### src/rtl/filtered_trace_serializer.sv
// filtered_trace_serializer: queues filtered trace elements and emits each one as a header/stage-end/payload word frame.
// Define GOURAM_SERIALIZER_TIMESTAMP_EN to store the write-time counter per entry and send it after the stage-end word.
module filtered_trace_serializer #(
  parameter int FIFO_DEPTH = 4,
  parameter int TRACE_WIDTH = 96,
  parameter int DATA_WIDTH = 32
) (
  input  logic                   clk,
  input  logic                   rst_n,
  input  logic [31:0]            counter,
  input  logic [TRACE_WIDTH-1:0] filtered_data,
  input  logic [31:0]            if_stage_end_i,
  input  logic                   filtered_data_ready,
  output logic [DATA_WIDTH-1:0]  word_o,
  output logic                   word_valid_o,
  input  logic                   word_ready_i,
  output logic                   word_last_o
);
  localparam int AW = $clog2(FIFO_DEPTH);
  localparam int NP = (TRACE_WIDTH + DATA_WIDTH - 1) / DATA_WIDTH;
  localparam int BW = NP > 1 ? $clog2(NP) : 1;
`ifdef GOURAM_SERIALIZER_TIMESTAMP_EN
  localparam int EW = TRACE_WIDTH + 64;
  localparam int NW = NP + 3;
`else
  localparam int EW = TRACE_WIDTH + 32;
  localparam int NW = NP + 2;
`endif
  localparam logic [2:0] IDLE      = 3'd0;
  localparam logic [2:0] HEADER    = 3'd1;
  localparam logic [2:0] STAGE_END = 3'd2;
`ifdef GOURAM_SERIALIZER_TIMESTAMP_EN
  localparam logic [2:0] TIMESTAMP = 3'd3;
`endif
  localparam logic [2:0] PAYLOAD   = 3'd4;

  logic [2:0]     state = IDLE;
  logic [2:0]     state_nx;
  logic [AW:0]    wr_ptr = '0;
  logic [AW:0]    rd_ptr = '0;
  logic [AW:0]    cnt;
  logic [7:0]     seq = '0;
  logic [7:0]     drop_cnt = '0;
  logic [BW-1:0]  beat = '0;
  logic [EW-1:0]  mem [FIFO_DEPTH];
  logic [EW-1:0]  entry;
  logic [EW-1:0]  head;
  logic [NP*32-1:0] pad;
  logic full, empty, push, drop, hdr_acc, last, pop, more;

`ifdef GOURAM_SERIALIZER_TIMESTAMP_EN
  assign entry = {counter, filtered_data, if_stage_end_i};
`else
  logic unused_counter;
  assign unused_counter = ^counter;
  assign entry = {filtered_data, if_stage_end_i};
`endif
  assign cnt = wr_ptr - rd_ptr;
  assign full = cnt == (AW+1)'(FIFO_DEPTH);
  assign empty = cnt == '0;
  assign push = rst_n && filtered_data_ready && !full;
  assign drop = filtered_data_ready && full;
  assign head = mem[rd_ptr[AW-1:0]];
  assign pad = (NP*32)'(head[TRACE_WIDTH+31:32]);
  assign hdr_acc = state == HEADER && word_ready_i;
  assign last = state == PAYLOAD && beat == BW'(NP - 1);
  assign pop = last && word_ready_i;
  // a same-edge write keeps the frame train going straight into the next header
  assign more = cnt != (AW+1)'(1) || push;

  assign state_nx = state == IDLE ? (empty ? IDLE : HEADER)
                  : !word_ready_i ? state
                  : state == HEADER ? STAGE_END
`ifdef GOURAM_SERIALIZER_TIMESTAMP_EN
                  : state == STAGE_END ? TIMESTAMP
                  : state == TIMESTAMP ? PAYLOAD
`else
                  : state == STAGE_END ? PAYLOAD
`endif
                  : !last ? PAYLOAD
                  : more ? HEADER : IDLE;

  // header drop field is live so drops during a header stall are still reported
  assign word_o = state == HEADER ? {8'hA5, seq, 8'(NW), drop_cnt}
                : state == STAGE_END ? head[31:0]
`ifdef GOURAM_SERIALIZER_TIMESTAMP_EN
                : state == TIMESTAMP ? head[EW-1 -: 32]
`endif
                : state == PAYLOAD ? pad[32*beat +: 32]
                : '0;
  assign word_valid_o = state != IDLE;
  assign word_last_o = last;

  always_ff @(posedge clk) begin
    if (!rst_n) begin
      state <= IDLE;
      wr_ptr <= '0;
      rd_ptr <= '0;
      seq <= '0;
      drop_cnt <= '0;
      beat <= '0;
    end else begin
      state <= state_nx;
      if (push) wr_ptr <= wr_ptr + (AW+1)'(1);
      if (pop) rd_ptr <= rd_ptr + (AW+1)'(1);
      if (hdr_acc) seq <= seq + 8'd1;
      drop_cnt <= hdr_acc ? {7'd0, drop} : (drop && drop_cnt != 8'hFF) ? drop_cnt + 8'd1 : drop_cnt;
      if (state == PAYLOAD && word_ready_i) beat <= last ? '0 : beat + BW'(1);
    end
  end

  always_ff @(posedge clk)
    if (push) mem[wr_ptr[AW-1:0]] <= entry;
endmodule

### config.mk
export PLATFORM = sky130hd
export DESIGN_NAME = filtered_trace_serializer
export DESIGN_NICKNAME = d
export VERILOG_FILES = /design/src/rtl/filtered_trace_serializer.sv
export SDC_FILE = /design/constraint.sdc
export NUM_CORES = 1
export LEC_CHECK = 0
export CORE_MARGIN = 3
export CORE_UTILIZATION = 55
export DETAILED_ROUTE_END_ITERATION = 16
export HOLD_SLACK_MARGIN = 0.15
export MAX_ROUTING_LAYER = met4
export PLACE_DENSITY = 0.74
export REMOVE_ABC_BUFFERS = 1
export SKIP_LAST_GASP = 1
export SLEW_MARGIN = 0
export SYNTH_ARGS = -nofsm -noshare
export SYNTH_HDL_FRONTEND = slang
export SYNTH_SLANG_ARGS = --single-unit
### constraint.sdc
create_clock -name clk -period 6.95 [get_ports clk]
set_input_delay 1.0425 -clock clk [delete_from_list [all_inputs] [get_ports clk]]
set_output_delay 1.0425 -clock clk [all_outputs]
set_load 0.03 [all_outputs]
---- Word-level counts from Yosys, hierarchy flattened ----
Memory sizes are Yosys's and may differ from the RTL's. A register that Yosys moved wholly into a read port is not among the register bits.
Index checks and enable logic that the tools add are counted.
storage, ports and cells
  bits in registers ....................... 27
  memory bits (writable) .................. 512
  output and inout bits ................... 34
  logic and storage cells ................. 56
  memories kept ........................... 1
cells by class
  add/sub/neg operators ................... 6
  eq/ne operators ......................... 7
  shifts and indexed selects .............. 1
  mux-type cells .......................... 17
  bitwise logic cells ..................... 1
  reduce and logical (&&, ||, !) cells .... 16
memory list
  name  words  width  rd ports  clocked after memory_dff  wr ports  line  source
  mem   4      128    1         1                         1         45    logic [EW-1:0] mem [FIFO_DEPTH];
operators with widths
  cell                 number
  $mux 32              3
  $shiftx 96x8->32     1
  $add 8x1->8 const B  2
  $mux 3               5
  $logic_and 1x1->1    8
  $ne 8x8->1 const B   1
  $add 3x1->3 const B  2
  $eq 3x3->1 const B   2
  $logic_not 3->1      2
  $mux 1               6
  $mux 2               3
  $reduce_bool 2->1    2
  $eq 3x1->1 const B   1
  $eq 3x2->1 const B   1
  $ne 3x1->1 const B   1
  $reduce_bool 3->1    1
  $sub 3x3->3          1
  $add 2x1->2 const B  1
  $eq 2x2->1 const B   1
  $reduce_or 2->1      1
  $logic_not 1->1      1
  $logic_or 1x1->1     1
  $not 1->1            1

---- Logic depth before layout (Yosys ltp) ----
  depth in word-level cells ............... 11
  mapped depth ............................ 8

---- Worst setup path after synthesis ----
No wires, ideal clock.
  path type ............................... flip-flop to flip-flop
  start point ............................. register wr_ptr[0]
  end point ............................... memory mem[3][0] in the netlist's numbering, enable pin
  library setup time ...................... 0.504 ns
  arrival ................................. 4.636 ns
  setup slack ............................. 1.810 ns
  cell stages (with the launch flop) ...... 7
  buffers on the path ..................... 0
  clock period less this slack ............ 5.140 ns
  path through ............................ dfxtp_1 inv_1 ha_1 fa_1 xor3_2 a31oi_1 and2_1
between the ends
  longest elaborated chain between the ends .. 6
ends and longest elaborated chain
  element                       line  source
  start, declared               39    logic [AW:0] wr_ptr = '0;
  start signal, assigned        104   if (push) wr_ptr <= wr_ptr + (AW+1)'(1);
  $sub 3x3->3                   58    assign cnt = wr_ptr - rd_ptr;
  $eq 3x3->1                    59    assign full = cnt == (AW+1)'(FIFO_DEPTH);
  $logic_not 1->1               61    assign push = rst_n && filtered_data_ready && !full;
  $logic_and 1x1->1             61
  $mux 1                        113   if (push) mem[wr_ptr[AW-1:0]] <= entry;
  $mux 1 (implied by the code)  113
  end, declared                 45
Parallel ways exist; a longest one is shown, timed or not.

---- Worst setup path in the final report ----
  start point ............................. register state[2]
  end point ............................... output word_o[5]
between the ends
  longest elaborated chain between the ends .. 4
  elaborated cells between the ends (all ways) .. 6
  classes of those cells .................. eq/ne (3); mux (3)
ends and longest elaborated chain
  element                 line  source
  start, declared         37    logic [2:0] state = IDLE;
  start signal, assigned  103   state <= state_nx;
  $eq 3x3->1              89    : state == PAYLOAD ? pad[32*beat +: 32]
  $mux 32                 89
  $mux 32                 85    : state == STAGE_END ? head[31:0]
  $mux 32 (*)             84    assign word_o = state == HEADER ? {8'hA5, seq, 8'(NW), drop_cnt}
  end, declared           14    output logic [DATA_WIDTH-1:0] word_o,
Every way passes the cells marked *; elsewhere a longest branch is shown, timed or not.

==> PnR_summary.wiki <==
{| class="wikitable"
! Metric !! Value
|-
| Min Clock Period, post-route || 4870 ps
|-
| Final Core Density || 67.0%
|-
| Leakage power figure || 7.75 nW
|-
| Clock Pin Slew Worst Setup and Hold Paths || 60 ps
|-
| Xor-xnor portion of the synthesized cell area || 0.500%
|-
| Number of DRC markers in iteration 0 || 594
|-
| Post-layout net count || 1,319
|-
| Crit path max fanout || 23
|-
| Mean Syn Cell Area || 21.5 um2
|-
| Count of port buffers added during placement || 165
|-
| Switching pwr || 1.41 mW
|-
| Number of hold-slack violations in the final timing report || 0
|-
| Count of clock tree sinks || 541
|-
| Maximum number of buffers from clock root to sink || 3
|-
| First drt pass iteration count || 5
|-
| Largest family of logic cells by synthesized area || multiplexers
|-
| Via count of the first global-routing pass || 10,775
|-
| Total power divided by cell area || 278 nW/um2
|-
| Cell types occupying the most area after synthesis || edfxtp_1 74%, mux4_2 14%, dfxtp_1 2.8%
|-
| Area fraction of the dominant cell type after synthesis || 74.0%
|-
| Cell Chain, Critical Path || or4b_4, nor2_4, a22oi_1, a31oi_1, clkdlybuf4s50_1
|-
| All-Layer GR Usage || 21.3%
|-
| Largest net degree at the start of global routing || 85
|-
| Initial antenna violation count || 5
|-
| Number of pins exceeding their max-slew limit in the final report || 0
|-
| Final Power || 6.90 mW
|-
| Hpwl dp || 23.0 mm
|-
| Post-synthesis async set-or-reset flop share || 0%
|-
| Maximum achievable frequency || 205 MHz
|-
| Number of library cell types mapped by synthesis || 48
|-
| Aggregate routed wire length || 40.7 mm
|-
| H-tree depth reported by CTS || 2
|-
| # resized after CTS || 0
|-
| Cell internal power dissipation || 5.48 mW
|-
| Worst-path cell with the longest stage delay || nor2_4
|-
| Number of enable flip-flop cells after synthesis || 512
|-
| Run status || completed
|-
| Startpoint of the worst register-to-register path || wr_ptr[0]
|-
| Chip height || 200 um
|-
| Fraction of power consumed by combinational cells || 5.8%
|-
| Worst Max-Slew Pin Slew || 1050 ps
|-
| Synthesized instance count || 966
|-
| Relative area change from synthesis to final layout || 19.2%
|-
| Cell taking the most area after synthesis || edfxtp_1
|-
| Beginning of the critical path || state[2]
|-
| Final worst-path cycle share || 70.1%
|-
| Top flip-flop cell by instance count after synthesis || edfxtp_1
|-
| Overflow left after global routing || 0
|-
| Post-CTS Hold Buffers || 0
|-
| Switching Share || 20.5%
|-
| VDD IR-drop max || 0.231 mV
|-
| Core footprint || 37,000 um2
|-
| Buffers inserted during post-CTS setup optimization || 0
|-
| Multiplexer fraction of the synthesized cell area || 15.1%
|-
| Complex-gate fraction of the synthesized area || 3.33%
|-
| Warning count from the yosys run || 0
|-
| Die area || 40,200 um2
|-
| Fillcell total || 2,450
|-
| Fraction of the yosys area taken by sequential cells || 76.7%
|-
| Startpoint of the worst hold path || seq[1]
|-
| Fraction of final layout cells sized beyond drive strength 1 || 19.3%
|-
| Worst hold-check path type || reg -> reg
|-
| Antenna violation net count after detailed routing || 0
|-
| Pre-CTS setup slack || 2740 ps
|-
| Clock tree from TritonCTS || done
|-
| Clock latency of the later-clocked register in the worst-skew pair || 600 ps
|-
| Crit path required time || 5910 ps
|-
| Post-synthesis sequential element count || 541
|-
| Nature of the critical path startpoint || flop
|-
| Average routed wire per standard cell || 24.0 um
|-
| Unrepaired setup endpoints after global routing || no
|-
| Critical Path Max Stage Delay || 760 ps
|-
| Power share of the sequential group || 53.6%
|-
| Row count || 70
|-
| Total number of vias || 10,089
|-
| Gpl congestion || 0.758
|-
| Combined area of all synthesized cells || 20,800 um2
|-
| Post-detailed-route via-to-cell ratio || 5.94
|-
| Number of remaining DRC errors || 0
|-
| Adder and majority cell fraction of the synthesized area || 0.578%
|-
| Master cell of the clock root buffer || clkbuf_16
|-
| Element type at the critical path end || output pin
|-
| Max-cap check violation count || 0
|-
| Worst setup skew after layout || 13.9 ps
|-
| Data arrival time of the critical path || 3830 ps
|-
| Die width || 200 um
|-
| Global-route wire length before repair || 63.3 mm
|-
| Worst slew slack as a fraction of its limit || 30.2%
|-
| Setup violation total in the final timing report || 0
|-
| I/O pin total || 198
|-
| TritonCTS Buffers || 53
|-
| Initial standard-cell utilization of the core || 56.2%
|-
| Worst Path Class, Setup || reg -> out
|-
| Clock Power Share || 40.6%
|-
| Post-route setup slack || 2080 ps
|-
| Post-Synth Simple-Gate Area || 2.47%
|}
==> power groups by stage <==
stage	logic (mW)	clock network [mW]	registers, mW
finish	0.400	2.80	3.70
floorplan	0.183	0	3.77
detailed placement	0.403	0	3.76
global route	0.429	2.99	3.70
global placement	0.398	0	3.76
CTS	0.405	2.86	3.70
==> per-stage QoR <==
stage | cells | cell area [um2] | hold slack, ps | setup TNS (ps)
2_1_floorplan | 914 | 20500 | 460 | -21830
3_3_place_gp | 1595 | 23000 | 474 | 0
3_5_place_dp | 1595 | 23000 | 487 | 0
4_1_cts | 1693 | 24800 | 494 | 0
5_1_grt | 1698 | 24800 | 533 | 0
6_report | 1699 | 24800 | 501 | 0
==> cell type report <==
| cell class | count | area [um2] | share of cell area, % |
|---|---|---|---|
| multi-input cells | 365 | 4580 | 18.5 |
| diodes | 6 | 15.0 | 0.0606 |
| clock inverters | 34 | 312 | 1.26 |
| flip-flops and latches | 541 | 16000 | 64.4 |
| well taps | 504 | 631 | 2.54 |
| clock buffers | 64 | 1420 | 5.73 |
| inverters | 8 | 30.0 | 0.121 |
| repair buffers | 177 | 1830 | 7.38 |
==> state kept, by name (all words and copies together) (netlist names), named ones only <==
name      cells
beat          2
state         3
drop_cnt      8
rd_ptr        3
mem         512
seq           8
wr_ptr        3
==> path summary, 6_finish.rpt <==
path	to	slack [ps]	cells past startpoint
worst max register to register	mem[0][92]	3260	7
worst max-delay path	word_o[5]	2080	5
worst min register to register	seq[1]	500	2
worst min-delay path	seq[1]	500	2
==> cells by family (layout without fill, tap and decap cells) <==
family / count (synthesis) / after routing
fa+ha+maj: 9 / 9
flops: 541 / 541
xor+xnor: 10 / 10
buf+inv: 60 / 283
mux: 153 / 153
simple gates: 92 / 92
compound gates: 101 / 101
other cells: 0 / 6
==> synthesized netlist by cell type, drive strengths merged, types with 2 or more instances <==
cell     instances
edfxtp         512
mux4           128
a22oi           41
clkbuf          29
dfxtp           29
nor2            26
mux2i           25
buf             23
nand2           21
o211ai          13
a21oi           12
o21ai           12
a31oi           11
ha               8
inv              8
and2             7
nand3            7
nand4            5
or3              5
xnor2            5
xor2             4
and3             3
nor3             3
nor3b            3
o31ai            3
nand4bb          2
nor4b            2
nor4bb           2
o311ai           2
o41ai            2
or4              2
or4b             2
==> critical path, delay by kind of cell, from the launching register on <==
family / cells / cell delay (ps)
buf+inv: 1 / 740
flops: 1 / 490
simple gates: 2 / 1420
compound gates: 2 / 560
==> routing by layer <==
| layer | global-route usage (%) | up-vias | wire length (um) |
|---|---|---|---|
| met1 | 28.3 | 5252 | 16900 |
| met5 | - | - | 0 |
| met4 | 7.40 | 0 | 1120 |
| li1 | - | 4461 | - |
| met3 | 4.80 | 77 | 2590 |
| met2 | 33.2 | 299 | 20100 |
==> cells in the final DEF (no fill, tap or decap), types with 3 or more instances in the layout <==
cell type,count
a21oi_1,12
a22oi_1,41
a31oi_1,11
and2_1,3
and2_4,4
and3_1,3
buf_12,7
buf_4,5
bufinv_16,5
clkbuf_1,7
clkbuf_16,54
clkbuf_8,3
clkdlybuf4s50_1,165
clkinv_1,16
clkinv_2,7
dfxtp_1,27
diode_2,6
edfxtp_1,512
ha_1,8
inv_1,7
mux2i_1,25
mux4_2,128
nand2_1,21
nand3_1,7
nand4_1,5
nor2_1,23
nor2_4,3
nor3_1,3
o211ai_1,13
o21ai_0,12
o31ai_1,3
or3_1,5
xnor2_1,5
xor2_1,4
No activity file was read; power rests on OpenSTA's default activity.
